--- src/rtl/fp_dec_formatter.sv ---
// fp_dec_formatter: turns {sign, integer, binary fraction, decimal exponent} into BCD display fields.
// Exponent via 9-step double dabble, fraction via repeated multiply-by-ten (truncating).
module fp_dec_formatter #(
  parameter int FRAC_DIGITS = 6
) (
  input  logic                       CLK,
  input  logic                       RST,
  input  logic                       in_valid,
  output logic                       in_ready,
  input  logic                       sign,
  input  logic [4:0]                 nguyen,
  input  logic [19:0]                le,
  input  logic [8:0]                 lt,
  output logic                       out_valid,
  input  logic                       out_ready,
  output logic                       out_sign,
  output logic [7:0]                 int_bcd,
  output logic [4*FRAC_DIGITS-1:0]   frac_bcd,
  output logic                       exp_neg,
  output logic [11:0]                exp_bcd
);
  typedef enum logic [1:0] {IDLE, EXP, FRAC, DONE} state_t;
  state_t r_state, w_next;
  logic [3:0] r_cnt;
  logic [8:0] r_mag, w_mag;
  logic [19:0] r_acc;
  logic [23:0] w_p;
  logic [10:0] w_adj;
  logic [3:0] w_tens, w_ones;
  logic r_sign, r_neg;
  logic [7:0] r_int;
  logic [11:0] r_exp;
  logic [4*FRAC_DIGITS-1:0] r_frac;
  function automatic logic [3:0] adj3(input logic [3:0] n);
    return (n >= 4'd5) ? n + 4'd3 : n;
  endfunction
  always_comb begin
    w_mag = lt[8] ? -lt : lt;
    w_tens = 4'(nguyen / 5'd10);
    w_ones = 4'(nguyen % 5'd10);
    // magnitude never exceeds 256, so the hundreds nibble never needs the +3 correction
    w_adj = {r_exp[10:8], adj3(r_exp[7:4]), adj3(r_exp[3:0])};
    w_p = 24'(r_acc) * 24'd10;
    w_next = (r_state == IDLE) ? (in_valid ? EXP : IDLE) :
             (r_state == EXP)  ? ((r_cnt == 4'd8) ? FRAC : EXP) :
             (r_state == FRAC) ? ((r_cnt == 4'(FRAC_DIGITS - 1)) ? DONE : FRAC) :
                                 (out_ready ? IDLE : DONE);
  end
  always_ff @(posedge CLK) begin
    if (RST) begin
      r_state <= IDLE;
      r_cnt <= '0;
    end else begin
      r_state <= w_next;
      r_cnt <= (w_next != r_state) ? 4'd0 : r_cnt + 4'd1;
    end
  end
  always_ff @(posedge CLK) begin
    if (RST) begin
      r_sign <= 1'b0;
      r_neg <= 1'b0;
      r_mag <= '0;
      r_acc <= '0;
      r_int <= '0;
      r_exp <= '0;
      r_frac <= '0;
    end else if (r_state == IDLE && in_valid) begin
      r_sign <= sign;
      r_neg <= lt[8];
      r_mag <= w_mag;
      r_acc <= le;
      r_int <= {w_tens, w_ones};
      r_exp <= '0;
    end else if (r_state == EXP) begin
      r_exp <= {w_adj, r_mag[8]};
      r_mag <= r_mag << 1;
    end else if (r_state == FRAC) begin
      r_acc <= w_p[19:0];
      r_frac <= (r_frac << 4) | (4*FRAC_DIGITS)'(w_p[23:20]);
    end
  end
  assign in_ready = (r_state == IDLE);
  assign out_valid = (r_state == DONE);
  assign out_sign = r_sign;
  assign int_bcd = r_int;
  assign frac_bcd = r_frac;
  assign exp_neg = r_neg;
  assign exp_bcd = r_exp;
endmodule

--- config.mk ---
export PLATFORM = sky130hd
export DESIGN_NAME = fp_dec_formatter
export DESIGN_NICKNAME = d
export VERILOG_FILES = /design/src/rtl/fp_dec_formatter.sv
export SDC_FILE = /design/constraint.sdc
export NUM_CORES = 1
export LEC_CHECK = 0
export BUFFER_PORTS_ARGS = -buffer_cell sky130_fd_sc_hd__buf_2
export CORE_ASPECT_RATIO = 1.1
export CORE_MARGIN = 2
export CORE_UTILIZATION = 55
export CTS_BUF_LIST = sky130_fd_sc_hd__clkbuf_8 sky130_fd_sc_hd__clkbuf_16
export CTS_CLUSTER_DIAMETER = 100
export DETAILED_ROUTE_END_ITERATION = 12
export PLACE_DENSITY = 0.79
export SLEW_MARGIN = 20
export SYNTH_ARGS = -nofsm -noshare
export SYNTH_HDL_FRONTEND = slang
export SYNTH_SLANG_ARGS = --single-unit
export TNS_END_PERCENT = 5
--- constraint.sdc ---
create_clock -name CLK -period 3.7 [get_ports CLK]
set_input_delay 0.74 -clock CLK [delete_from_list [all_inputs] [get_ports CLK]]
set_output_delay 0.74 -clock CLK [all_outputs]
set_load 0.005 [all_outputs]
==> key figures, run 1 <==
Run status
  • Status: finished, final reports clean

Critical path
  • Crit. End Element: flip-flop
  • Crit path largest cell delay: 410 ps
  • Critical path origin: r_acc[3]
  • Critical path depth: 10
  • Crit path DAT: 2940 ps
  • Critical path buffer and inverter count: 1
  • Crit start category: flip-flop
  • Cell family contributing the most delay on the critical path: adder cells
  • Most frequent CP cell: ha_1
  • FF-to-FF setup slack: 1000 ps
  • Last element of the critical path: frac_bcd[0]
  • CP Max Fanout: 5
  • RR Startpoint: r_acc[3]
  • Slowest-stage cell, CP: fa_1
  • R2R Path End: frac_bcd[0]
  • Reg2reg path depth: 10
  • Crit Path Category: reg -> reg
  • CP Cell Sequence: ha_1 -> ha_1 -> inv_1 -> fa_1 -> and2b_1 -> o2111ai_2 -> and3_1 -> o31a_1 -> a211oi_1 -> a211oi_2
  • WP data required: 3950 ps

Floorplan
  • Die width: 93.3 um
  • Core area: 8450 sq um
  • Chip height: 102 um
  • Die Footprint: 9530 sq um
  • Initial core utilization: 0.570
  • Number of I/O pins: 87
  • Row count: 35

Routing
  • Average wire per standard cell: 14.7 um
  • Total wire length: 11700 um
  • Drt first pass iters: 5
  • Via density: 5.87
  • DR WL met2: 5690 um
  • Initial DRC count: 255
  • Met1 Wirelength: 5240 um
  • Remaining antenna violation count: 0
  • DRC violations left: 0
  • Metal3 WL: 617 um
  • Total number of vias: 4665
  • Top Metal Used: met4

Power
  • Sw frac: 0.304
  • NetSw: 584 uW
  • Share of power burned in the clock network: 0.349
  • Combinational power share: 0.177
  • Sequential Power Share: 0.474
  • PD cells: 351 nW/um^2
  • Power Total: 1.92 mW
  • Pint: 1.34 mW
  • Static leakage: 2.41 nW
  • Max VDD drop: 0.000251 V

Min path
  • Hold Path Class: reg -> reg

Layout
  • Nets@finish: 767
  • Final core utilization: 0.647
  • Area Growth Syn to Fin: 13.5%
  • Ant diodes: 0
  • Share of cells above drive strength 1: 0.168

Yosys
  • Synth area leaders: dfxtp_1 33%, ha_1 12%, nand2_1 8.5%
  • Synth warn: 0
  • Synth Flop Type: dfxtp_1
  • EDFF count, synth: 0
  • Synth cell types: 63
  • Top cell type's share of synthesized area: 0.328
  • Gate Count Post-Synth: 612
  • Yosys reg bits: 79
  • Syn Area/Cell: 7.88 sq um
  • Area leader, netlist: dfxtp_1
  • Post-Syn Area: 4820 sq um
  • Post-synthesis sequential area ratio: 0.328
  • Ys async rst share: 0

Clock network
  • Clk buf depth: 2
  • CTS sink cnt: 79
  • Total setup buffers inserted after CTS: 0
  • CTS Root Cell: clkbuf_8
  • H-tree depth: 3
  • CTS Buf Count: 9
  • Resized cells post-CTS: 0
  • CTS tree: yes
  • Hold-fix buffers, CTS: 0
  • Worst skew pair latency: 360 ps
  • Clock transition at the registers of the reported paths: 90 ps

Timing
  • Post-route minimum period: 2700 ps
  • F_max: 0.371 GHz
  • Post-route clock skew: 8.69 ps
  • Final worst slack: 1000 ps
  • Hold slack: 457 ps
  • Setup TNS: 0 ps
  • Final-report max-slew violation count: 0
  • Final setup viols: 0
  • Final Hold Fails: 0
  • RSZ-0062 raised after global routing: no
  • Max-slew headroom: 0.418
  • Tcrit/Tclk final: 0.728
  • Worst-Margin Slew: 871 ps

Global routing
  • Gr usage total: 0.248
  • Initial antenna violation count: 0
  • Largest net degree at the start of global routing: 37
  • First-pass GRT wire length: 19400 um
  • Overflow after GRT: 0
  • Number of global-route vias before repair: 4303

Placement
  • Setup WS pre-CTS: 1050 ps
  • Dpl hpwl: 8620 um
  • PortBufs: 84
  • Final GP Congestion: 0.935

Run
  • Number of max-cap violations: 0
[cell type report]
class                      count  area (sq um)
clock inverter                 7          80.1
multi-input combinational    476          3000
clock buffer                   9           124
sequential                    79          1580
tap                          111           139
inverter                      24          90.1
timing repair buffer          89           458
fill                         726          2980
[synthesized netlist by cell type, types with 6 or more instances]
cell type	n
a21o_1	10
a21oi_1	67
inv_1	23
ha_1	48
nor2_1	53
nand2b_1	11
a311oi_1	9
xor2_1	6
dfxtp_1	79
mux2i_1	6
nand3_1	8
nand2_1	109
a211oi_1	11
or3_1	6
xnor2_1	12
o21ai_0	25
a31oi_1	7
clkbuf_1	24
[per-stage QoR]
stage               cells  area [sq um]
finish                795          5470
global route          795          5470
CTS                   795          5470
detailed placement    779          5260
global placement      779          5260
floorplan             613          4820
[per-layer routing]
metal	vias to the layer above	track usage
li1	2299	-
met5	-	0
met1	2203	0.318
met4	0	0.0713
met3	12	0.0391
met2	151	0.434
[state kept, by name (all words and copies together) (netlist names)]
signal	count
r_state	2
int_bcd	6
r_mag	9
frac_bcd	24
out_sign	1
exp_bcd	12
r_acc	20
exp_neg	1
r_cnt	4
[how the worst min path moves through the flow]
stage / startpoint / to / slack [ps] / cells past startpoint
3_5_place_dp: int_bcd[0] / int_bcd[0] / 450 / 2
6_report: frac_bcd[22] / frac_bcd[22] / 460 / 2
2_1_floorplan: r_mag[8] / exp_bcd[0] / 430 / 2
3_3_place_gp: exp_neg / exp_neg / 440 / 2
4_1_cts: int_bcd[0] / int_bcd[0] / 460 / 2
5_1_grt: r_mag[8] / exp_bcd[0] / 480 / 2
[cells by family (layout without fill, tap and decap cells)]
| group | after synthesis | in the layout | share of synthesized area |
|---|---|---|---|
| and+or+nand+nor | 223 | 223 | 0.207 |
| DFF | 79 | 79 | 0.328 |
| AOI/OAI and AO/OA | 177 | 177 | 0.235 |
| muxes | 6 | 6 | 0.0125 |
| other | 1 | 2 | 0.000778 |
| xor gates and xnor gates | 19 | 19 | 0.0361 |
| adders and majority gates | 49 | 49 | 0.129 |
| buffers and inverters | 58 | 129 | 0.0517 |
[placed cells by master (no fill, tap or decap), types with 3 or more instances in the layout]
cell type,count
a21oi_1,67
buf_4,5
clkbuf_8,9
and3_1,5
o22ai_1,5
nor3_1,5
o21ai_0,25
a311oi_1,9
nand3b_1,5
nand2_1,109
ha_1,48
mux2i_1,6
o211ai_1,4
o221ai_1,3
a21o_1,10
buf_2,84
xnor2_1,12
or3_1,6
inv_1,23
or4_1,3
and4_1,3
o21a_1,4
nand3_1,8
xor2_1,6
a211oi_1,11
nor2_1,52
dfxtp_1,79
a31oi_1,7
o31ai_1,4
nand2b_1,11
o21ai_1,4
[worst reg2reg max path, stage by stage (launching register included)]
cell and delay (ps):
dfxtp_1 340, ha_1 290, ha_1 160, inv_1 60, fa_1 410, and2b_1 250, o2111ai_2 190, and3_1 240
o31a_1 310, a211oi_1 280, a211oi_2 60
[power by group through the flow]
stage	sequential (mW)	clock, mW	combinational, mW
3_5_place_dp	0.931	0	0.335
6_report	0.912	0.671	0.340
3_3_place_gp	0.930	0	0.323
5_1_grt	0.917	0.712	0.377
4_1_cts	0.912	0.680	0.337
2_1_floorplan	0.925	0	0.242
Power figures use the tool's default switching activity.
==> inputs of run 2 (changes only) <==
--- a/config.mk
+++ b/config.mk
@@ -8,11 +8,11 @@
 export BUFFER_PORTS_ARGS = -buffer_cell sky130_fd_sc_hd__buf_2
 export CORE_ASPECT_RATIO = 1.1
 export CORE_MARGIN = 2
-export CORE_UTILIZATION = 55
+export CORE_UTILIZATION = 51
 export CTS_BUF_LIST = sky130_fd_sc_hd__clkbuf_8 sky130_fd_sc_hd__clkbuf_16
 export CTS_CLUSTER_DIAMETER = 100
 export DETAILED_ROUTE_END_ITERATION = 12
-export PLACE_DENSITY = 0.79
+export PLACE_DENSITY = 0.77
 export SLEW_MARGIN = 20
 export SYNTH_ARGS = -nofsm -noshare
 export SYNTH_HDL_FRONTEND = slang
==> constraint.sdc (replaced) <==
create_clock -name CLK -period 2.3 [get_ports CLK]
set_input_delay 0.46 -clock CLK [delete_from_list [all_inputs] [get_ports CLK]]
set_output_delay 0.46 -clock CLK [all_outputs]
set_load 0.005 [all_outputs]
==> run 2 against run 1 <==
  * The flow now finishes with violations (setup timing)
  * Worst hold slack worse by 160 ps
  * Critical endpoint unchanged
  * Critical path depth stayed put
  * Core utilization is 1.7 points lower
  * Final cell count is 4.5% higher
  * Sequential share of layout area is 1.8 points lower
  * Setup slack worse by 1200 ps
  * Wire length is 4.1% higher
  * Flip-flop and latch count stayed put
  * Global-route usage is 1.6 points lower
  * Power is 68% higher
  * Clock skew hardly changed
  * Critical path type unchanged
==> key figures, run 2 (synthesis results as in run 1) <==
Layout
  • Share of cells above drive strength 1: 0.225
  • Filler Cells Inserted: 815
  • Ant diodes: 0
  • Largest register FFs: 24
  • Final core utilization: 0.630
  • Nets@finish: 797
  • Most frequent cells in the layout: 109 x nand2_1, 84 x buf_2, 76 x dfxtp_1
  • Most common cell after layout, fill and taps aside: nand2_1
  • Area Growth Syn to Fin: 21.1%
  • Area of the multi-input gates: 3100 sq um
  • Reg area: 1590 sq um
  • Finished layout cell area: 5840 sq um

Critical path
  • Most frequent CP cell: ha_4
  • FF-to-FF setup slack: -200 ps
  • RR Startpoint: r_acc[1]
  • Critical path buffer and inverter count: 1
  • Crit path largest cell delay: 350 ps
  • Crit start category: flip-flop
  • Slowest-stage cell, CP: fa_2
  • Crit path DAT: 2800 ps
  • CP Max Fanout: 5
  • Crit. End Element: flip-flop
  • CP Cell Sequence: ha_4 -> ha_4 -> inv_2 -> fa_2 -> and2b_2 -> o2111ai_4 -> and3_4 -> o31a_1 -> a21o_1 -> a211oi_2
  • Cell family contributing the most delay on the critical path: compound AO/OA/AOI/OAI gates
  • WP data required: 2590 ps
  • R2R Path End: frac_bcd[0]
  • Critical path depth: 10
  • Reg2reg path depth: 10
  • Crit Path Category: reg -> reg

Clock network
  • CTS tree: yes
  • CTS Buf Count: 9
  • CTS Root Cell: clkbuf_8
  • H-tree depth: 3
  • CTS sink cnt: 79
  • Hold-fix buffers, CTS: 0
  • Clock transition at the registers of the reported paths: 90 ps
  • Worst skew pair latency: 370 ps
  • Clk buf depth: 2

Floorplan
  • Initial core utilization: 0.521
  • Chip height: 106 um
  • Die Footprint: 10200 sq um
  • Row count: 37
  • Core area: 9260 sq um
  • Die width: 96.7 um
  • Number of I/O pins: 87

Min path
  • Hold path depth: 2
  • Hold Crit Endpoint: r_state[1]
  • Hold Path Class: in -> reg
  • Hold Startpoint: out_ready

Timing
  • RSZ-0062 raised after global routing: yes
  • Final Hold Fails: 0
  • Final worst slack: -204 ps
  • F_max: 0.399 GHz
  • Worst-Margin Slew: 874 ps
  • Setup TNS: -1090 ps
  • Final setup viols: 13
  • Post-route clock skew: 8.66 ps
  • Tcrit/Tclk final: 1.09
  • Post-route minimum period: 2500 ps
  • Max-slew headroom: 0.418
  • Final-report max-slew violation count: 0

Global routing
  • First-pass GRT wire length: 19900 um
  • Initial antenna violation count: 0
  • Overflow after GRT: 0
  • Largest net degree at the start of global routing: 57
  • Number of global-route vias before repair: 4440
  • Gr usage total: 0.233

Routing
  • Initial DRC count: 325
  • Total number of vias: 4711
  • DRC violations left: 0
  • Drt first pass iters: 5
  • Average wire per standard cell: 14.7 um
  • Via density: 5.67
  • Total wire length: 12200 um
  • Remaining antenna violation count: 0

Run
  • Number of max-cap violations: 0

Placement
  • PortBufs: 84
  • Dpl hpwl: 9020 um
  • Final GP Congestion: 0.907
  • Post-DP Area: 5560 sq um
  • Setup WS pre-CTS: -222 ps

Power
  • PD cells: 554 nW/um^2
  • Static leakage: 2.58 nW
  • Power Total: 3.24 mW
  • Max VDD drop: 0.000319 V

Run status
  • Violated checks: setup timing
  • Status: finished with violations
==> run 2: stage by stage <==
step / cells / hold WS [ps]
2_1_floorplan: 613 / 432
3_3_place_gp: 815 / 439
3_5_place_dp: 815 / 451
4_1_cts: 831 / 290
5_1_grt: 831 / 309
6_report: 831 / 294
==> run 2: metal layers <==
| metal | GRT usage | share of wire |
|---|---|---|
| met1 | 0.281 | 0.43 |
| met2 | 0.407 | 0.50 |
| met4 | 0.104 | 0.022 |
| met5 | 0 | 0 |
| met3 | 0.0388 | 0.051 |
==> run 2: area by class of cell <==
| cell class | count | share of cell area |
|---|---|---|
| Tap cell | 117 | 0.0251 |
| Timing Repair Buffer | 119 | 0.121 |
| Clock buffer | 9 | 0.0212 |
| Sequential cell | 79 | 0.272 |
| Inverter | 24 | 0.0154 |
| Clock inverter | 7 | 0.0148 |
| Multi-Input combinational cell | 476 | 0.531 |
==> run 2: how the worst max path moves through the flow <==
stage                  start          end  slack (ps)
finish              r_acc[1]  frac_bcd[0]        -200
global route        r_acc[1]  frac_bcd[0]        -280
CTS                 r_acc[1]  frac_bcd[0]        -200
detailed placement  r_acc[1]    r_acc[14]        -220
global placement    r_acc[1]    r_acc[14]        -150
floorplan           r_acc[3]  frac_bcd[0]         -50
==> run 2: power by group <==
group | internal (mW) | leakage, nW | switching, mW
logic | 0.286 | 1.83 | 0.359
registers | 1.42 | 0.644 | 0.0451
clock network | 0.526 | 0.104 | 0.595
total | 2.24 | 2.58 | 0.999
==> run 2: what timing repair did <==
| action | in CTS | in global routing |
|---|---|---|
| pin swaps | 1 | 0 |
| gates resized for setup | 8 | 4 |
| setup buffers | 0 | 0 |
| setup endpoints to repair | 12 | 15 |
| cloned | 0 | 0 |
==> inputs of run 3 (changes only) <==
--- a/config.mk
+++ b/config.mk
@@ -5,7 +5,7 @@
 export SDC_FILE = /design/constraint.sdc
 export NUM_CORES = 1
 export LEC_CHECK = 0
-export BUFFER_PORTS_ARGS = -buffer_cell sky130_fd_sc_hd__buf_2
+export BUFFER_PORTS_ARGS = -buffer_cell sky130_fd_sc_hd__buf_4
 export CORE_ASPECT_RATIO = 1.1
 export CORE_MARGIN = 2
 export CORE_UTILIZATION = 51
==> constraint.sdc (replaced) <==
create_clock -name CLK -period 2.3 [get_ports CLK]
set_input_delay 0.115 -clock CLK [delete_from_list [all_inputs] [get_ports CLK]]
set_output_delay 0.115 -clock CLK [all_outputs]
set_load 0.005 [all_outputs]
==> run 3 against run 2 <==
  * The flow still finishes with violations (setup timing)
  * Global-route usage grew 1.3 points
  * Final cell count is 0.36% higher
  * Worst hold slack worse by 280 ps
  * Clock-buffer cell count unchanged
  * Largest power group unchanged
  * Power grew 0.80%
  * Sequential power is essentially flat
  * Register-to-register slack improved by 30 ps
==> key figures, run 3 (synthesis results as in run 1) <==
Floorplan
  • Row count: 37
  • Die Footprint: 10200 sq um
  • Number of I/O pins: 87
  • Core area: 9260 sq um
  • Chip height: 106 um
  • Die width: 96.7 um
  • Initial core utilization: 0.521

Routing
  • Initial DRC count: 242
  • Average wire per standard cell: 14.8 um
  • Via density: 5.70
  • Drt first pass iters: 6
  • Total wire length: 12400 um
  • DRC violations left: 0
  • Remaining antenna violation count: 0
  • Total number of vias: 4756

Global routing
  • Most crowded layer after global routing: met2
  • Number of global-route vias before repair: 4648
  • Met3 Use GR: 0.0559
  • Overflow after GRT: 0
  • Initial antenna violation count: 0
  • Met1 Usage GRT: 0.287
  • Largest net degree at the start of global routing: 34
  • Gr usage total: 0.246
  • First-pass GRT wire length: 21000 um
  • Met2 GRT Util: 0.434

Timing
  • Setup TNS: -825 ps
  • F_max: 0.404 GHz
  • Post-route clock skew: 11.7 ps
  • Worst-Margin Slew: 886 ps
  • Tcrit/Tclk final: 1.08
  • Hold slack: 10.4 ps
  • Post-route minimum period: 2470 ps
  • Final-report max-slew violation count: 0
  • Final worst slack: -174 ps
  • Final setup viols: 8
  • RSZ-0062 raised after global routing: yes
  • Max-slew headroom: 0.410
  • Final Hold Fails: 0

Clock network
  • Worst skew pair latency: 370 ps
  • Clock transition at the registers of the reported paths: 100 ps
  • CTS tree: yes
  • Total setup buffers inserted after CTS: 0
  • CTS sink cnt: 79
  • CTS Buf Count: 9
  • CTS Root Cell: clkbuf_8
  • H-tree depth: 3
  • Clk buf depth: 2

Layout
  • Area Growth Syn to Fin: 26.6%
  • Largest register FFs: 24
  • Area of the multi-input gates: 3130 sq um
  • Ant diodes: 0
  • Final core utilization: 0.659
  • Share of cells above drive strength 1: 0.230
  • Most frequent cells in the layout: 117 x buf_4, 109 x nand2_1, 76 x dfxtp_1
  • Most common cell after layout, fill and taps aside: buf_4
  • Filler Cells Inserted: 788
  • Reg area: 1590 sq um
  • Nets@finish: 800

Critical path
  • Crit Path Category: reg -> reg
  • CP Max Fanout: 5
  • WP data required: 2600 ps
  • Crit. End Element: flip-flop
  • FF-to-FF setup slack: -170 ps
  • Crit start category: flip-flop
  • Crit path DAT: 2770 ps

Run status
  • Violated checks: setup timing
  • Status: finished with violations

Placement
  • Dpl hpwl: 9130 um
  • Setup WS pre-CTS: -209 ps
  • PortBufs: 84
  • Final GP Congestion: 0.933

Run
  • Number of max-cap violations: 0

Min path
  • Hold Path Class: in -> reg

Power
  • Max VDD drop: 0.000319 V
  • Power Total: 3.26 mW
  • Static leakage: 2.61 nW
  • PD cells: 535 nW/um^2
==> run 3: final cells by class <==
class | instances | area share
multi-input combinational | 476 | 0.513
sequential | 79 | 0.260
timing repair buffer | 122 | 0.154
tap | 117 | 0.0240
clock buffer | 9 | 0.0203
inverter | 24 | 0.0148
clock inverter | 7 | 0.0142
==> run 3: stage by stage <==
step | std cells | area (sq um)
global route | 834 | 6100
detailed placement | 814 | 5750
finish | 834 | 6100
floorplan | 613 | 4860
global placement | 814 | 5750
CTS | 834 | 6050
==> run 3: critical path, cell delays in order (launching register included) <==
cell and delay, ps:
dfxtp_2 340, ha_4 270, ha_4 130, inv_2 40, fa_2 350, and2b_2 260, o2111ai_4 160, and3_4 210
o31a_1 290, a21o_1 200, a211oi_2 160
==> run 3: path summary, 6_finish.rpt <==
| check | start | endpoint | depth (start not counted) |
|---|---|---|---|
| hold / removal | lt[0] | r_mag[0] | 3 |
| hold reg to reg | out_sign | out_sign | 2 |
| setup reg to reg | r_acc[1] | frac_bcd[0] | 10 |
| setup / recovery | r_acc[1] | frac_bcd[0] | 10 |
==> run 3: report_power, final <==
| group | leakage, nW | total [mW] | internal [mW] | switching (mW) |
|---|---|---|---|---|
| logic | 1.86 | 0.681 | 0.317 | 0.363 |
| registers | 0.644 | 1.47 | 1.42 | 0.0449 |
| clock network | 0.104 | 1.11 | 0.526 | 0.585 |
==> run 3: routing by layer <==
metal,wire [um],up-vias
met5,0,-
met4,325,0
met3,626,28
met2,6180,148
met1,5240,2211
li1,-,2369
==> run 3: what timing repair did <==
item                                    CTS  global route
hold buffers                              4             0
endpoints found under the hold margin     4             0
gates resized for setup                   9             8
pin swaps                                 1             4
endpoints found under the setup margin   12            14
